==> src/rtl/regfile_pkg.sv <==
// Shared constants and types for the scoreboarded register file.
// Optional write-to-read bypass is selected with the REGFILE_BYPASS_EN macro.
package regfile_pkg;

  localparam int DEF_ADDRESS_WIDTH = 5;
  localparam int DEF_DATA_WIDTH    = 32;
  localparam int DEF_PEND_WIDTH    = 2;
  localparam int REG_ZERO          = 0;
  localparam int REG_A0            = 10;

  typedef logic [DEF_ADDRESS_WIDTH-1:0] reg_idx_t;
  typedef logic [DEF_PEND_WIDTH-1:0]    pend_t;

endpackage

==> src/rtl/regfile_sb_if.sv <==
// Bus between issue/writeback logic (master) and the scoreboarded register file (slave).
// Read addresses and data are packed per port so any READ_PORTS count fits one bundle.
interface regfile_sb_if
  import regfile_pkg::*;
#(
  parameter int ADDRESS_WIDTH = DEF_ADDRESS_WIDTH,
  parameter int DATA_WIDTH    = DEF_DATA_WIDTH,
  parameter int READ_PORTS    = 2
);

  logic                                    WE3;
  logic [ADDRESS_WIDTH-1:0]                AD3;
  logic [DATA_WIDTH-1:0]                   WD3;
  logic [READ_PORTS-1:0][ADDRESS_WIDTH-1:0] AD;
  logic [READ_PORTS-1:0][DATA_WIDTH-1:0]   RD;
  logic [READ_PORTS-1:0]                   RDY;
  logic                                    ISSUE;
  logic [ADDRESS_WIDTH-1:0]                ISSUE_AD;
  logic                                    ISSUE_RDY;
  logic [DATA_WIDTH-1:0]                   a0;

  modport master (
    output WE3, AD3, WD3, AD, ISSUE, ISSUE_AD,
    input  RD, RDY, ISSUE_RDY, a0
  );

  modport slave (
    input  WE3, AD3, WD3, AD, ISSUE, ISSUE_AD,
    output RD, RDY, ISSUE_RDY, a0
  );

endinterface

==> src/rtl/regfile_sb_port.sv <==
// One combinational read port: zero-register handling, operand-ready logic and,
// when REGFILE_BYPASS_EN is defined, the writeback-to-read bypass mux.
module regfile_sb_port
  import regfile_pkg::*;
#(
  parameter int ADDRESS_WIDTH = DEF_ADDRESS_WIDTH,
  parameter int DATA_WIDTH    = DEF_DATA_WIDTH,
  parameter int PEND_WIDTH    = DEF_PEND_WIDTH
) (
  input  logic [ADDRESS_WIDTH-1:0] ad,
  input  logic [DATA_WIDTH-1:0]    arr_data,
  input  logic [PEND_WIDTH-1:0]    cnt,
`ifdef REGFILE_BYPASS_EN
  input  logic                     we,
  input  logic [ADDRESS_WIDTH-1:0] wr_ad,
  input  logic [DATA_WIDTH-1:0]    wr_data,
`endif
  output logic [DATA_WIDTH-1:0]    rd,
  output logic                     rdy
);

  logic is_zero;

  assign is_zero = (ad == ADDRESS_WIDTH'(REG_ZERO));

`ifdef REGFILE_BYPASS_EN
  logic hit;

  // A matching write retiring the last outstanding write makes the operand
  // usable now; a same-cycle issue is younger than this reader and is ignored.
  assign hit = we && (wr_ad == ad) && !is_zero;
  assign rd  = hit ? wr_data : arr_data;
  assign rdy = is_zero || (cnt == '0) || (hit && (cnt <= PEND_WIDTH'(1)));
`else
  assign rd  = arr_data;
  assign rdy = is_zero || (cnt == '0);
`endif

endmodule

==> src/rtl/regfile_sb.sv <==
// Register file with one write port, READ_PORTS read ports and a per-register
// pending-write scoreboard; x0 is hard zero, a0 mirrors DEBUG_REG one cycle late.
module regfile_sb
  import regfile_pkg::*;
#(
  parameter int ADDRESS_WIDTH = DEF_ADDRESS_WIDTH,
  parameter int DATA_WIDTH    = DEF_DATA_WIDTH,
  parameter int READ_PORTS    = 2,
  parameter int PEND_WIDTH    = DEF_PEND_WIDTH,
  parameter int DEBUG_REG     = REG_A0
) (
  input logic         clk,
  input logic         rst,
  regfile_sb_if.slave bus
);

  localparam int DEPTH = 2 ** ADDRESS_WIDTH;
  localparam logic [PEND_WIDTH-1:0] PEND_MAX = '1;

  logic [DATA_WIDTH-1:0] regs_reg [DEPTH];
  logic [PEND_WIDTH-1:0] cnt_reg  [DEPTH];
  logic [DATA_WIDTH-1:0] a0_reg;
  logic [DEPTH-1:0]      inc_vec;
  logic [DEPTH-1:0]      dec_vec;
  logic                  wr_en;
  logic                  issue_rdy;
  logic                  issue_acc;

  assign wr_en     = bus.WE3 && (bus.AD3 != ADDRESS_WIDTH'(REG_ZERO));
  assign issue_rdy = (bus.ISSUE_AD == ADDRESS_WIDTH'(REG_ZERO)) ||
                     (cnt_reg[bus.ISSUE_AD] != PEND_MAX);
  assign issue_acc = bus.ISSUE && issue_rdy &&
                     (bus.ISSUE_AD != ADDRESS_WIDTH'(REG_ZERO));

  always_comb begin
    inc_vec = '0;
    dec_vec = '0;
    if (issue_acc) inc_vec[bus.ISSUE_AD] = 1'b1;
    if (wr_en)     dec_vec[bus.AD3]      = 1'b1;
  end

  always_ff @(posedge clk or posedge rst) begin
    if (rst) begin
      for (int r = 0; r < DEPTH; r++) regs_reg[r] <= '0;
    end else if (wr_en) begin
      regs_reg[bus.AD3] <= bus.WD3;
    end
  end

  // Entry 0 never leaves reset. Issue+write on one register cancel out; a
  // write to an idle register leaves the count at zero.
  always_ff @(posedge clk or posedge rst) begin
    if (rst) begin
      for (int r = 0; r < DEPTH; r++) cnt_reg[r] <= '0;
    end else begin
      for (int r = 1; r < DEPTH; r++) begin
        if (inc_vec[r] && !dec_vec[r]) begin
          cnt_reg[r] <= cnt_reg[r] + PEND_WIDTH'(1);
        end else if (dec_vec[r] && !inc_vec[r] && (cnt_reg[r] != '0)) begin
          cnt_reg[r] <= cnt_reg[r] - PEND_WIDTH'(1);
        end
      end
    end
  end

  always_ff @(posedge clk or posedge rst) begin
    if (rst) a0_reg <= '0;
    else     a0_reg <= regs_reg[DEBUG_REG];
  end

  assign bus.a0        = a0_reg;
  assign bus.ISSUE_RDY = issue_rdy;

  for (genvar gi = 0; gi < READ_PORTS; gi++) begin : g_port
    regfile_sb_port #(
      .ADDRESS_WIDTH (ADDRESS_WIDTH),
      .DATA_WIDTH    (DATA_WIDTH),
      .PEND_WIDTH    (PEND_WIDTH)
    ) u_port (
      .ad       (bus.AD[gi]),
      .arr_data (regs_reg[bus.AD[gi]]),
      .cnt      (cnt_reg[bus.AD[gi]]),
`ifdef REGFILE_BYPASS_EN
      .we       (bus.WE3),
      .wr_ad    (bus.AD3),
      .wr_data  (bus.WD3),
`endif
      .rd       (bus.RD[gi]),
      .rdy      (bus.RDY[gi])
    );
  end

endmodule

==> src/flat_wrapper.sv <==
// flat-port wrapper written by rule: the top's interface ports become plain ports
module regfile_sb_flat import regfile_pkg::*;
#(
  parameter int ADDRESS_WIDTH = DEF_ADDRESS_WIDTH,
  parameter int DATA_WIDTH    = DEF_DATA_WIDTH,
  parameter int READ_PORTS    = 2,
  parameter int PEND_WIDTH    = DEF_PEND_WIDTH,
  parameter int DEBUG_REG     = REG_A0
)
  (clk, rst, bus_WE3, bus_AD3, bus_WD3, bus_AD, bus_ISSUE, bus_ISSUE_AD, bus_RD, bus_RDY, bus_ISSUE_RDY, bus_a0);
  regfile_sb_if #(.ADDRESS_WIDTH(ADDRESS_WIDTH), .DATA_WIDTH(DATA_WIDTH), .READ_PORTS(READ_PORTS)) bus_i ();
  input logic clk;
  input logic rst;
  input wire logic [$bits(bus_i.WE3)-1:0] bus_WE3;
  input wire logic [$bits(bus_i.AD3)-1:0] bus_AD3;
  input wire logic [$bits(bus_i.WD3)-1:0] bus_WD3;
  input wire logic [$bits(bus_i.AD)-1:0] bus_AD;
  input wire logic [$bits(bus_i.ISSUE)-1:0] bus_ISSUE;
  input wire logic [$bits(bus_i.ISSUE_AD)-1:0] bus_ISSUE_AD;
  output wire logic [$bits(bus_i.RD)-1:0] bus_RD;
  output wire logic [$bits(bus_i.RDY)-1:0] bus_RDY;
  output wire logic [$bits(bus_i.ISSUE_RDY)-1:0] bus_ISSUE_RDY;
  output wire logic [$bits(bus_i.a0)-1:0] bus_a0;
  assign bus_i.WE3 = bus_WE3;
  assign bus_i.AD3 = bus_AD3;
  assign bus_i.WD3 = bus_WD3;
  assign bus_i.AD = bus_AD;
  assign bus_i.ISSUE = bus_ISSUE;
  assign bus_i.ISSUE_AD = bus_ISSUE_AD;
  assign bus_RD = bus_i.RD;
  assign bus_RDY = bus_i.RDY;
  assign bus_ISSUE_RDY = bus_i.ISSUE_RDY;
  assign bus_a0 = bus_i.a0;
  regfile_sb #(.ADDRESS_WIDTH(ADDRESS_WIDTH), .DATA_WIDTH(DATA_WIDTH), .READ_PORTS(READ_PORTS), .PEND_WIDTH(PEND_WIDTH), .DEBUG_REG(DEBUG_REG)) u_core (.clk(clk), .rst(rst), .bus(bus_i));
endmodule
==> config.mk <==
export PLATFORM = sky130hd
export DESIGN_NAME = regfile_sb_flat
export DESIGN_NICKNAME = d
export VERILOG_FILES = /design/src/rtl/regfile_pkg.sv /design/src/rtl/regfile_sb_if.sv /design/src/rtl/regfile_sb_port.sv /design/src/rtl/regfile_sb.sv /design/src/flat_wrapper.sv
export SDC_FILE = /design/constraint.sdc
export NUM_CORES = 2
export LEC_CHECK = 0
export CAP_MARGIN = 20
export CORE_UTILIZATION = 35
export CTS_CLUSTER_DIAMETER = 200
export DETAILED_ROUTE_END_ITERATION = 10
export GPL_TIMING_DRIVEN = 1
export PLACE_DENSITY_LB_ADDON = 0.15
export SLEW_MARGIN = 20
export SYNTH_ARGS = -nofsm -noshare
export SYNTH_HDL_FRONTEND = slang
export SYNTH_SLANG_ARGS = --single-unit
==> constraint.sdc <==
create_clock -name clk -period 47.8 [get_ports clk]
set_input_delay 7.17 -clock clk [delete_from_list [all_inputs] [get_ports clk]]
set_output_delay 7.17 -clock clk [all_outputs]
set_load 0.02 [all_outputs]
# After elaboration in Yosys (flattened, before gate mapping)

Index checks and enable logic that the tools add are counted.

Bits of input ports: 56
Flip-flop bits (word level): 1118

Magnitude comparators: 9
Multiplexer cells: 86
Bitwise gates (word level): 4
Reduce and logical (&&, ||, !) cells: 233
Add/sub/neg operators: 62
Equal/unequal tests: 1

Operator list:

| cell                | count |
|---|---|
| $bwmux 1024         | 1 |
| $bmux 32 s5         | 2 |
| $mux 32             | 7 |
| $demux 32 s5        | 1 |
| $mux 2              | 68 |
| $reduce_bool 2->1   | 62 |
| $logic_and 1x1->1   | 99 |
| $add 2x1->2 const B | 31 |
| $logic_not 1->1     | 62 |
| $sub 2x1->2 const B | 31 |
| $bmux 2 s5          | 3 |
| $ge 6x6->1 const B  | 4 |
| $not 5->6           | 4 |
| $logic_not 5->1     | 3 |
| $lt 5x6->1 const B  | 2 |
| $demux 1 s5         | 2 |
| $ge 5x1->1 const B  | 2 |
| $reduce_bool 5->1   | 2 |
| $lt 6x1->1 const B  | 1 |
| $logic_not 2->1     | 2 |
| $logic_or 1x1->1    | 3 |
| $mux 1              | 2 |
| $ne 2x2->1 const B  | 1 |

# Logic depth before layout (Yosys ltp)

Depth in word-level cells: 14
Mapped depth: 12
Depth with buffers taken out: 8

# By module

Synthesis repeated with hierarchy kept, for this count alone.

Cell total of the unflattened synthesis: 4494
Area, all modules: 60261.5 um2

By module, submodules not included:

| module          | seq. area each (um2) | area each (um2) | instances | cells an instance |
|---|---|---|---|---|
| regfile_sb      | 27976.8              | 59741.0         | 1         | 4426 |
| regfile_sb_port | 0.0                  | 260.2           | 2         | 34 |

# Least setup slack after synthesis

OpenSTA, ideal clock, no wires.

Path kind: input -> output
From: in bus_AD[5]
To: out bus_RD[32]
Stages on the path: 6
Data arrival time: 9547 ps
Setup slack: 31083 ps
Data required time: 40630 ps
Path through: clkbuf_1 -> clkbuf_1 -> buf_1 -> mux4_2 -> mux4_2 -> mux2_2

Word-level cells in the longest chain between the ends: 4

RTL lines:

| what                                        | line               | RTL |
|---|---|---|
| start: declaration                          | flat_wrapper.sv:17 | `input wire logic [$bits(bus_i.AD)-1:0] bus_AD;` |
| $not 5->6 (implied by the code)             | regfile_sb.sv:81   | `.arr_data (regs_reg[bus.AD[gi]]),` |
| $bmux 32 s5                                 | regfile_sb.sv:81   |  |
| $mux 32 (implied by the code) (2 in series) | regfile_sb.sv:81   |  |
| end: declaration                            | flat_wrapper.sv:20 | `output wire logic [$bits(bus_i.RD)-1:0] bus_RD;` |

Every way passes these cells. The select of a mux whose other input is x is not followed.

# Worst setup path in the final report

From: in bus_AD[0]
To: out bus_RD[20]

The elaborated chain is that of the path after synthesis.

==> flow_summary.yaml <==
grt:
  grt_pass1_vias: 40821
  grt_pass1_wl_mm: 291
  grt_max_degree: 147
  antenna_found_initial: 7
  grt_use_total_pct: 22.8
  grt_remaining_overflow: 0
run:
  drv_cap: 0
route:
  drt_iter0_drc: 2892
  wl_mm: 194
  viasPerCell: 5.75
  dr.pass1.iters: 5
  drt-wirelength-per-cell_um: 28.3
  ant_nets: 0
  vias: 39305
  drc_errors: 0
cts:
  root_buffer: "clkbuf_16"
  ctsResizeCount: 0
  hold_buffers: 0
  path_clk_slew_ns: 0.05
  cts_tree: "yes"
  clockBufferDepth: 3
  cts.sinks: 1118
  post_cts_buffers: 0
  ctsHtreeMaxLevel: 4
  numCtsBuffers: 136
  clkLatencyLatePin_ns: 0.78
yosys:
  async_flop_share_pct: 100
  syn-num-nets: 4637
  ys_warn_count: 2
  yosys-top-cells-count: "1,200 x nand2_1, 1,118 x dfrtp_1, 678 x mux2_2"
  postSynthCellCount: 4581
  synth_edf_count: 0
  synth-seq-cells: 1118
  synthesis.area_um2: 59500
  synth_cell_types: 57
  syn_area_per_cell_um2: 13.0
  yosysSeqAreaShare_pct: 47.0
  post-synth-top-count-cell: "nand2_1"
  ys.flop_type: "dfrtp_1"
  synth.area.top_cells: "dfrtp_1 47%, mux4_2 25%, mux2_2 13%"
  synth_top_cell_area_share_pct: 47.0
  yosys.area.top_type: "dfrtp_1"
timing:
  period_share_pct: 40.8
  rsz0062_at_grt: "false"
  slew_headroom_pct: 23.4
  setup_viol: 0
  post-route-min-period_ns: 19.53
  hold_viol: 0
  skew_ns: 0.0324
  worst_pin_slew_ns: 1.15
  max_freq_mhz: 51.2
  slew_violations: 0
  setup_tns_ns: 0
outcome:
  status: "completed"
floorplan:
  die-width_um: 414
  start_util_pct: 35.4
  coreArea_um2: 168000
  dieArea_um2: 172000
  io_pins: 155
  die_y_um: 414
  rows: 150
hold_path:
  min_from: "u_core.regs_reg[1014]$_DFFE_PP0P_"
  min_path_cells: 0
  min_to: "u_core.regs_reg[1014]$_DFFE_PP0P_"
  worst_hold_path_type: "reg -> reg"
worst_setup_path:
  reg2reg_to: "u_core.cnt_reg[45]$_DFFE_PP0P_"
  path_class: "in -> out"
  crit_arrival_ns: 12.36
  crit_path_end_kind: "primary output"
  critPathMaxFanout: 68
  start_kind: "primary input"
  reg2regPathDepth: 9
  worstPathRequired_ns: 40.63
  r2r_start: "u_core.cnt_reg[55]$_DFFE_PP0P_"
  reg2reg_slack_ns: 44.50
placement:
  portBuffers: 154
  place_area_um2: 63100
  hpwl_mm: 111
  dp_cells: 6593
  gp_congestion: 0.784
layout:
  area_growth_pct: 13.7
  post-route-util_pct: 40.3
  fin_area_um2: 67700
  instances_no_fill: 6832
  final_nets: 4584
  largest_register_ffs: 1024
  layout-drive-gt1-share_pct: 37.3
  fillCellCount: 15556
power_and_ir_drop:
  power.total_mw: 2.95
  peakVddDrop_mv: 0.0296
  p_leak_nw: 29.5
  power_density_nw_per_um2: 43.6
## report_power, final
| part | switching (mW) | internal [mW] | leakage, nW | total [mW] |
|---|---|---|---|---|
| Clock | 0.423 | 0.648 | 2.26 | 1.07 |
| Combinational | 0.258 | 0.357 | 12.8 | 0.615 |
| Sequential | 0.139 | 1.12 | 14.4 | 1.26 |
| Total | 0.820 | 2.13 | 29.5 | 2.95 |
## worst max path at each step
stage          startpoint                          to
2_1_floorplan         rst  u_core.bus.a0[0]$_DFF_PP0_
3_3_place_gp    bus_AD[0]                  bus_RD[20]
3_5_place_dp    bus_AD[0]                  bus_RD[20]
4_1_cts         bus_AD[0]                  bus_RD[20]
5_1_grt         bus_AD[0]                  bus_RD[20]
6_report        bus_AD[0]                  bus_RD[20]
## kinds of logic after synthesis
logic type | share of synthesized area (%)
simple gates | 9.41
compound gates | 2.15
mux | 38.0
buf+inv | 3.12
xor+xnor | 0.368
flops | 47.0
## worst max-delay path, stage by stage
cell and delay [ns]:
buf_8 0.59, buf_4 0.75, buf_4 0.76, buf_4 0.89
mux4_2 0.61, mux4_2 0.58, mux2_2 0.34, clkdlybuf4s50_1 0.55
## metal layers
layer	track usage (%)	up-vias	routed length (um)	part of all wire, %
met5	0	-	20	0.010
met4	7.30	4	6020	3.1
met3	3.23	292	8480	4.4
met2	37.0	1097	92800	48
met1	31.6	21331	86300	45
li1	-	16581	-	-
## per-stage QoR
stage / hold WS [ns] / worst slack, ns
2_1_floorplan: 0.384 / 9.15
3_3_place_gp: 0.377 / 28.10
3_5_place_dp: 0.383 / 28.06
4_1_cts: 0.395 / 28.05
5_1_grt: 0.405 / 27.80
6_report: 0.391 / 28.27
## final cells by class
type	count	area [um2]	share of cell area (%)
clock inverter	46	623	0.921
tap	2204	2760	4.08
timing repair buffer	265	2350	3.48
multi-input combinational	2988	29900	44.2
antenna	1	2.50	0.00370
inverter	19	78.8	0.116
clock buffer	191	3970	5.86
sequential	1118	28000	41.3
## cell usage in the layout (no fill, tap or decap), types with 12 or more instances in the layout
cell,Yosys,routed
a211oi_1,21,21
a21oi_1,37,37
a22oi_1,20,20
a31oi_1,23,23
buf_2,10,14
buf_4,6,110
bufinv_16,0,13
clkbuf_1,372,25
clkbuf_16,0,141
clkbuf_8,0,25
clkdlybuf4s50_1,0,132
clkinv_2,0,22
dfrtp_1,1118,1118
inv_1,17,15
mux2_2,678,678
mux2i_1,14,14
mux4_2,658,658
nand2_1,1200,1190
nand2b_1,13,12
nand3_1,34,30
nor2_1,90,73
nor2_4,1,18
nor3_1,33,30
o21ai_0,28,28
o21ai_1,18,18
xnor2_1,23,23
No activity file was read; power rests on OpenSTA's default activity.
